--- src/rtl/instr_fetch_pkg.sv ---
// Shared types and constants for the byte-wise instruction fetch controller.
package instr_fetch_pkg;

  // Controller states
  typedef enum logic [1:0] {
    IDLE  = 2'd0,
    LOAD  = 2'd1,
    FETCH = 2'd2,
    HOLD  = 2'd3
  } fetch_state_e;

  // An instruction is assembled from this many memory bytes
  localparam int BYTES_PER_INSTR = 4;

  // Default byte-address width
  localparam int DEFAULT_ADDR_W = 32;

endpackage

--- src/rtl/instr_fetch_ctrl.sv ---
// Instruction fetch controller sitting in front of a byte-wide memory with a
// registered read port. A program loader can write whole words; a fetch
// reads four consecutive bytes and assembles them little-endian into one
// 32-bit instruction, held until the consumer accepts it.
// Optional build macro: FETCH_ALIGN_CHECK_EN rejects fetches whose address
// is not word aligned and flags them on misalign_err.
module instr_fetch_ctrl
  import instr_fetch_pkg::*;
#(
  parameter int ADDR_W = DEFAULT_ADDR_W
) (
  input  logic              clk_i_top,
  input  logic              rst_i_top,
  input  logic              fetch_req,
  input  logic [ADDR_W-1:0] fetch_pc,
  output logic              fetch_rdy,
  output logic              instr_valid,
  input  logic              instr_ready,
  output logic [31:0]       instr,
  input  logic              load_req,
  input  logic [ADDR_W-1:0] load_adr,
  input  logic [31:0]       load_data,
  output logic              load_ack,
  output logic              MemWrite,
  output logic [ADDR_W-1:0] Adr,
  output logic [31:0]       WriteData,
  input  logic [7:0]        instr8bit_top,
  output logic              misalign_err
);

  localparam logic [1:0]        LAST_BYTE = 2'(BYTES_PER_INSTR - 1);
  localparam logic [ADDR_W-1:0] ADR_ONE   = ADDR_W'(1);

  fetch_state_e      state_q, state_d;
  logic [1:0]        cnt_q, cnt_d;
  logic [ADDR_W-1:0] pc_q, pc_d;
  logic [31:0]       instr_q, instr_d;

`ifdef FETCH_ALIGN_CHECK_EN
  logic              misalign_q, misalign_d;
`endif

  // State, byte counter, latched pc and assembly register; reset wipes any partial word
  always_ff @(posedge clk_i_top) begin
    if (rst_i_top) begin
      state_q <= IDLE;
      cnt_q   <= 2'd0;
      pc_q    <= '0;
      instr_q <= 32'd0;
    end else begin
      state_q <= state_d;
      cnt_q   <= cnt_d;
      pc_q    <= pc_d;
      instr_q <= instr_d;
    end
  end

`ifdef FETCH_ALIGN_CHECK_EN
  // One-cycle misalignment flag following a rejected fetch
  always_ff @(posedge clk_i_top) begin
    if (rst_i_top) begin
      misalign_q <= 1'b0;
    end else begin
      misalign_q <= misalign_d;
    end
  end

  assign misalign_err = misalign_q;
`else
  assign misalign_err = 1'b0;
`endif

  // Next-state logic and memory-side outputs; loads win over fetches in IDLE
  always_comb begin
    state_d   = state_q;
    cnt_d     = cnt_q;
    pc_d      = pc_q;
    instr_d   = instr_q;
    fetch_rdy = 1'b0;
    MemWrite  = 1'b0;
    Adr       = '0;
    WriteData = 32'd0;
`ifdef FETCH_ALIGN_CHECK_EN
    misalign_d = 1'b0;
`endif

    case (state_q)
      IDLE: begin
        if (load_req) begin
          MemWrite  = 1'b1;
          Adr       = load_adr;
          WriteData = load_data;
          state_d   = LOAD;
        end else begin
          fetch_rdy = 1'b1;
          if (fetch_req) begin
`ifdef FETCH_ALIGN_CHECK_EN
            if (fetch_pc[1:0] != 2'b00) begin
              misalign_d = 1'b1;
            end else
`endif
            begin
              pc_d    = fetch_pc;
              cnt_d   = 2'd0;
              Adr     = fetch_pc;
              state_d = FETCH;
            end
          end
        end
      end

      LOAD: begin
        state_d = IDLE;
      end

      FETCH: begin
        case (cnt_q)
          2'd0:    instr_d[7:0]   = instr8bit_top;
          2'd1:    instr_d[15:8]  = instr8bit_top;
          2'd2:    instr_d[23:16] = instr8bit_top;
          default: instr_d[31:24] = instr8bit_top;
        endcase
        if (cnt_q == LAST_BYTE) begin
          cnt_d   = 2'd0;
          state_d = HOLD;
        end else begin
          cnt_d = cnt_q + 2'd1;
          Adr   = pc_q + ADDR_W'(cnt_q) + ADR_ONE;
        end
      end

      HOLD: begin
        if (instr_ready) begin
          state_d = IDLE;
        end
      end

      default: begin
        state_d = IDLE;
      end
    endcase
  end

  assign instr_valid = (state_q == HOLD);
  assign load_ack    = (state_q == LOAD);
  assign instr       = instr_q;

endmodule

--- config.mk ---
export PLATFORM = sky130hd
export DESIGN_NAME = instr_fetch_ctrl
export DESIGN_NICKNAME = d
export VERILOG_FILES = /design/src/rtl/instr_fetch_pkg.sv /design/src/rtl/instr_fetch_ctrl.sv
export SDC_FILE = /design/constraint.sdc
export NUM_CORES = 1
export LEC_CHECK = 0
export CORE_MARGIN = 3
export CORE_UTILIZATION = 40
export DETAILED_ROUTE_END_ITERATION = 8
export GPL_TIMING_DRIVEN = 1
export PLACE_DENSITY = 0.85
export SKIP_LAST_GASP = 1
export SYNTH_ARGS = -nofsm -noshare
export SYNTH_HDL_FRONTEND = slang
export SYNTH_SLANG_ARGS = --single-unit
--- constraint.sdc ---
create_clock -name clk_i_top -period 3.3 [get_ports clk_i_top]
set_input_delay 0.33 -clock clk_i_top [delete_from_list [all_inputs] [get_ports clk_i_top]]
set_output_delay 0.33 -clock clk_i_top [all_outputs]
set_load 0.05 [all_outputs]
==> results.py <==
metrics = {
    "setup_path": {
        "endpoint_kind": "primary output",
        "crit_slowest_cell": "dfxtp_4",
        "crit_fanout": 7,
        "required_ns": 2.97,
        "crit_path_max_incr_delay_ns": 0.39,
        "crit_family": "simple AND/OR/NAND/NOR gates",
        "critPathLaunchType": "flop",
        "path_class": "reg -> out",
        "path_cells": "inv_2 > ha_1 > fa_1 > nand3b_1 > or2_4 > nor4_4 > xnor2_1 > o211ai_1 > clkbuf_16",
        "critPathBufInv": 2,
        "cp.arrival_ns": 2.85,
    },
    "clock_network": {
        "clock_sinks": 68,
        "cts_buffers": 9,
        "ctsHtreeMaxLevel": 3,
        "clock_latency_ns": 0.35,
        "cts_tree": "yes",
        "cts-root-buf": "clkbuf_8",
        "clk_pin_slew_ns": 0.08,
        "cts.path.max_buffers": 2,
    },
    "global_routing": {
        "use_met1_pct": 28.6,
        "grt_usage_pct": 24.9,
        "grt-busiest-layer": "met2",
        "grt_use_met2_pct": 44.2,
        "grt_pass1_vias": 4518,
        "antenna_found_initial": 1,
        "use_met3_pct": 6.49,
        "grt_max_degree": 69,
        "grt_pass1_wl_um": 22400,
        "grt_overflow_total": 0,
    },
    "die": {
        "fp-row-count": 35,
        "initial_core_util_pct": 41.8,
        "die_y_um": 105,
        "die-area_mm2": 0.0111,
        "coreArea_mm2": 0.00942,
        "io_pins": 210,
        "fp.dieW_um": 105,
    },
    "hold_path": {
        "hp-class": "reg -> reg",
    },
    "placement": {
        "place_ws_ns": 0.184,
        "gp_congestion": 0.882,
        "dpl.hpwl_um": 10500,
        "portBuffers": 208,
    },
    "synth": {
        "yosys_register_bits": 68,
        "synthesis.area_mm2": 0.00393,
        "avgSynthCellArea_um2": 7.42,
        "yosysTopAreaCellShare_pct": 34.6,
        "syn_nets": 648,
        "synthFlopType": "dfxtp_1",
        "yosys-top-cells-area": "dfxtp_1 35%, nand2_1 14%, a21oi_1 8.7%, nand3_1 5.7%, and2_1 5.4%",
        "ys_seq_area_share_pct": 34.6,
        "ys_warn_count": 0,
        "synthCells": 530,
        "synth_area_leader_cell": "dfxtp_1",
        "synth_edf_count": 0,
        "synthArstFlopShare_pct": 0,
        "netlist-cell-type-count": 39,
    },
    "finish": {
        "drive_gt1_share_pct": 16.1,
        "nets": 838,
        "diodes": 0,
        "syn2layout_area_growth_pct": 67.3,
        "fin_util_pct": 69.9,
    },
    "status": {
        "status": "complete, no violations",
    },
    "sta": {
        "worst_slew_pin_slew_ns": 1.25,
        "finalCriticalPeriod_ns": 3.18,
        "slew_viol_final": 0,
        "relSlewSlack_pct": 16.6,
        "finalCritPeriodShare_pct": 96.2,
        "fmax_ghz": 0.315,
        "skew_ns": 0.0102,
        "hold_violations": 0,
        "setup_ws_ns": 0.125,
        "tns_ns": 0,
        "setup_violations": 0,
    },
    "drt": {
        "first_pass_iters": 5,
        "antenna_left": 0,
        "dr_total_vias": 4463,
        "remaining_drc_errors": 0,
        "first_iter_violations": 303,
        "viasPerCell": 5.23,
        "routed_wl_um": 13800,
        "wl_per_cell_um": 16.2,
    },
    "pwr": {
        "ir_drop_v": 0.000322,
        "p_leak_nw": 2.37,
        "p_per_area_mw_per_mm2": 380,
    },
    "run": {
        "drv_cap": 0,
    },
}
-- cells by family after synthesis --
group,count (synthesis),synth area share (%)
and+or+nand+nor,272,34.4
AOI/OAI and AO/OA,105,16.3
DFF,68,34.6
buffers and inverters,45,4.84
xor gates and xnor gates,29,6.46
adders and majority gates,9,3.05
other,1,0.0954
muxes,1,0.255
-- path summary, 6_finish.rpt --
check        startpoint         to  slack (ns)  depth (start not counted)
min           instr[28]  instr[28]        0.46                          2
max            cnt_q[0]    Adr[30]        0.12                          9
max reg2reg  state_q[1]   pc_q[29]        1.24                          5
min reg2reg   instr[28]  instr[28]        0.46                          2
-- synth_stat cells (all sizes together) (5+ instances only) --
cell type  number
inv             6
xor2           10
ha              8
clkbuf         28
nand2         144
buf            11
nand4           5
a21oi          68
dfxtp          68
xnor2          19
and2           34
o211ai         31
nor3            7
nor2           14
nor4            7
nand3          45
-- routing by layer --
metal	up-vias	wire length, um
li1	2182	-
met1	2050	5420
met2	199	7190
met3	30	987
met4	2	231
met5	-	15
-- area by class of cell --
cell class,instances,area [um2]
Clock buffer,9,124
Sequential cell,68,1370
Inverter,6,22.5
Tap cell,129,161
Multi-Input combinational cell,417,2410
Fill cell,758,2840
Timing Repair Buffer,218,2410
Clock inverter,7,82.6
-- metrics by stage --
stage	cells	cell area [um2]	hold slack, ns	power, mW
CTS	852	6540	0.458	2.52
global route	854	6580	0.477	2.60
floorplan	530	3930	0.436	1.36
finish	854	6580	0.458	2.50
detailed placement	836	6320	0.446	1.80
global placement	836	6320	0.442	1.78
-- state kept, by name, indices dropped and copies added (netlist names) --
| signal | count |
|---|---|
| instr | 32 |
| cnt_q | 2 |
| state_q | 2 |
| pc_q | 32 |
-- timing repair --
action | 4_1_cts | 5_1_grt
gates resized for setup | 4 | 8
endpoints found under the setup margin | 9 | 9
pin swaps | 0 | 2
buffers inserted | 0 | 2
hold buffers | 0 | 0
-- cells in the final DEF, fill, tap and decap left out, types with 4 or more instances in the layout --
cell type | netlist | final
a21oi_1 | 68 | 68
and2_1 | 34 | 34
buf_12 | 0 | 32
buf_4 | 2 | 42
clkbuf_8 | 0 | 9
clkdlybuf4s50_1 | 0 | 142
dfxtp_1 | 68 | 66
ha_1 | 8 | 8
inv_1 | 6 | 5
nand2_1 | 144 | 144
nand3_1 | 45 | 45
nor2_1 | 14 | 13
nor3_1 | 6 | 6
nor4_2 | 5 | 4
o211ai_1 | 26 | 26
o211ai_2 | 5 | 5
xnor2_1 | 19 | 19
xor2_1 | 10 | 10
-- power breakdown --
group          switching [mW]  total [mW]  leakage [nW]  internal, mW
clock network           0.361       0.723        0.0988         0.362
logic                   0.500       0.893          1.72         0.393
registers              0.0356       0.883         0.553         0.847
-- worst reg2reg max path: cells and delay by family (launching register included) --
family                 cells  cell delay, ns
AO/OA/AOI/OAI              1            0.07
buffers and inverters      1            0.38
flip-flops                 1            0.42
AND/OR/NAND/NOR            3            1.02
(Power assumes the default switching activity.)
==> RTL change: new RTL, config.mk and constraints unchanged <==
Build with the macro `FETCH_ALIGN_CHECK_EN` defined.
--- a/src/rtl/instr_fetch_ctrl.sv
+++ b/src/rtl/instr_fetch_ctrl.sv
@@ -4,6 +4,8 @@
 // 32-bit instruction, held until the consumer accepts it.
 // Optional build macro: FETCH_ALIGN_CHECK_EN rejects fetches whose address
 // is not word aligned and flags them on misalign_err.
+`define FETCH_ALIGN_CHECK_EN
+
 module instr_fetch_ctrl
   import instr_fetch_pkg::*;
 #(
Formal check against the unedited RTL: not equivalent (Yosys sat finds a counterexample within 4 cycles, from zero or initial values and one cycle with rst_i_top high).
==> RTL change against the unedited design <==
  * Area after synthesis fell by 0.95%
  * Largest power group is now sequential cells
  * Setup slack got worse by 0.010 ns
  * Count of clock-buffer cells in the layout did not move
  * Routed wire length rose by 3.5%
  * Cell area rose by 1.6%
  * Core utilization rose by 1.4 points
  * Sequential cell count rose by 1
  * Total power fell by 9.0%
  * Clock skew fell by 0.0016 ns
  * Clock power rose by 3%
==> RTL change: results <==
metrics = {
    "synth": {
        "netlist_top_cells_count": "sky130_fd_sc_hd__nand2_1 (143), sky130_fd_sc_hd__dfxtp_1 (69), sky130_fd_sc_hd__a21oi_1 (65)",
        "ys_top_cells_by_area": "sky130_fd_sc_hd__dfxtp_1 (35%), sky130_fd_sc_hd__nand2_1 (14%), sky130_fd_sc_hd__a21oi_1 (8.4%)",
        "post_synth_mux_area_share": 0,
        "yosys.area_share.adder": 0.0308,
        "postSynthNetCount": 651,
        "synthDistinctLibCells": 44,
        "synth_seq_area_share": 0.355,
    },
    "cts": {
        "post-cts-setup-buffer-count": 3,
        "cts_resized": 10,
    },
    "placement": {
        "place_congestion": 0.911,
        "detailedPlacementHpwl_um": 10900,
        "detailedPlace.worstSlack_ns": 0.247,
    },
    "pwr": {
        "leakagePower_nw": 2.39,
    },
    "grt": {
        "groute.usage.overall": 0.255,
        "global_route.usage.met2": 0.452,
        "first_pass_grt_wire_length_um": 22900,
        "antenna_violations_before_repair": 0,
        "grt.met1_usage": 0.285,
        "grt_pass1_vias": 4725,
        "grt_max_degree": 70,
    },
    "routing": {
        "wl_met2_um": 7220,
        "dr.first_iter.drc_count": 230,
        "route.top_layer_used": "met4",
        "wl_per_cell_um": 16.7,
        "routed_via_density": 5.47,
        "met3_wirelength_um": 1050,
    },
    "cells_and_area": {
        "multi_input_logic_area_um2": 2360,
        "layout.buffer.nonclock.area_share": 0.380,
    },
    "worst_setup_path": {
        "slowest_stage": "sky130_fd_sc_hd__fa_2",
        "path_delay_family": "buffers and inverters",
        "crit_path_max_incr_delay_ns": 0.36,
    },
    "sta": {
        "worst_clock_skew_ns": 0.00856,
    },
    "run_status": {
        "outcome": "finished clean",
    },
}
[RTL change: cell types whose count changed after synthesis, moves of 4 or more]
cell / delta
sky130_fd_sc_hd__and2_1: -32
sky130_fd_sc_hd__and3_1: +32
sky130_fd_sc_hd__nand3_1: -8
sky130_fd_sc_hd__xnor2_1: -7
sky130_fd_sc_hd__xor2_1: +7
sky130_fd_sc_hd__clkbuf_1: +6
sky130_fd_sc_hd__nand4_1: +6
sky130_fd_sc_hd__nor4_2: -5
sky130_fd_sc_hd__nor3_1: +4
[RTL change: final timing paths]
path	startpoint	to	slack (ns)	depth (start not counted)
setup / recovery	cnt_q[0]$_SDFFE_PP0P_	Adr[30]	0.11	11
hold reg to reg	instr[19]$_SDFFE_PP0P_	instr[19]$_SDFFE_PP0P_	0.46	2
setup reg to reg	state_q[1]$_SDFFE_PP0P_	instr[7]$_SDFFE_PP0P_	1.55	5
hold / removal	instr[19]$_SDFFE_PP0P_	instr[19]$_SDFFE_PP0P_	0.46	2
[RTL change: kinds of logic (layout without fill, tap and decap cells)]
kind of cell    Yosys count  after routing
simple gates            274            274
compound gates          105            105
flops                    69             69
buf+inv                  47            244
xor+xnor                 29             29
fa+ha+maj                 9              9
[RTL change: power breakdown]
| group | leakage [nW] | switching [mW] | internal (mW) |
|---|---|---|---|
| clock network | 0.101 | 0.321 | 0.421 |
| registers | 0.558 | 0.0141 | 0.843 |
| logic | 1.73 | 0.362 | 0.314 |
[RTL change: per-stage QoR]
stage	instance area, um^2	cells	hold WS, ns	utilization
after floorplan	3900	533	0.450	-
after global placement	6400	840	0.442	0.683
after detailed placement	6400	840	0.448	0.683
after CTS	6680	858	0.460	0.713
after global routing	6680	859	0.480	0.713
final	6680	859	0.458	0.713
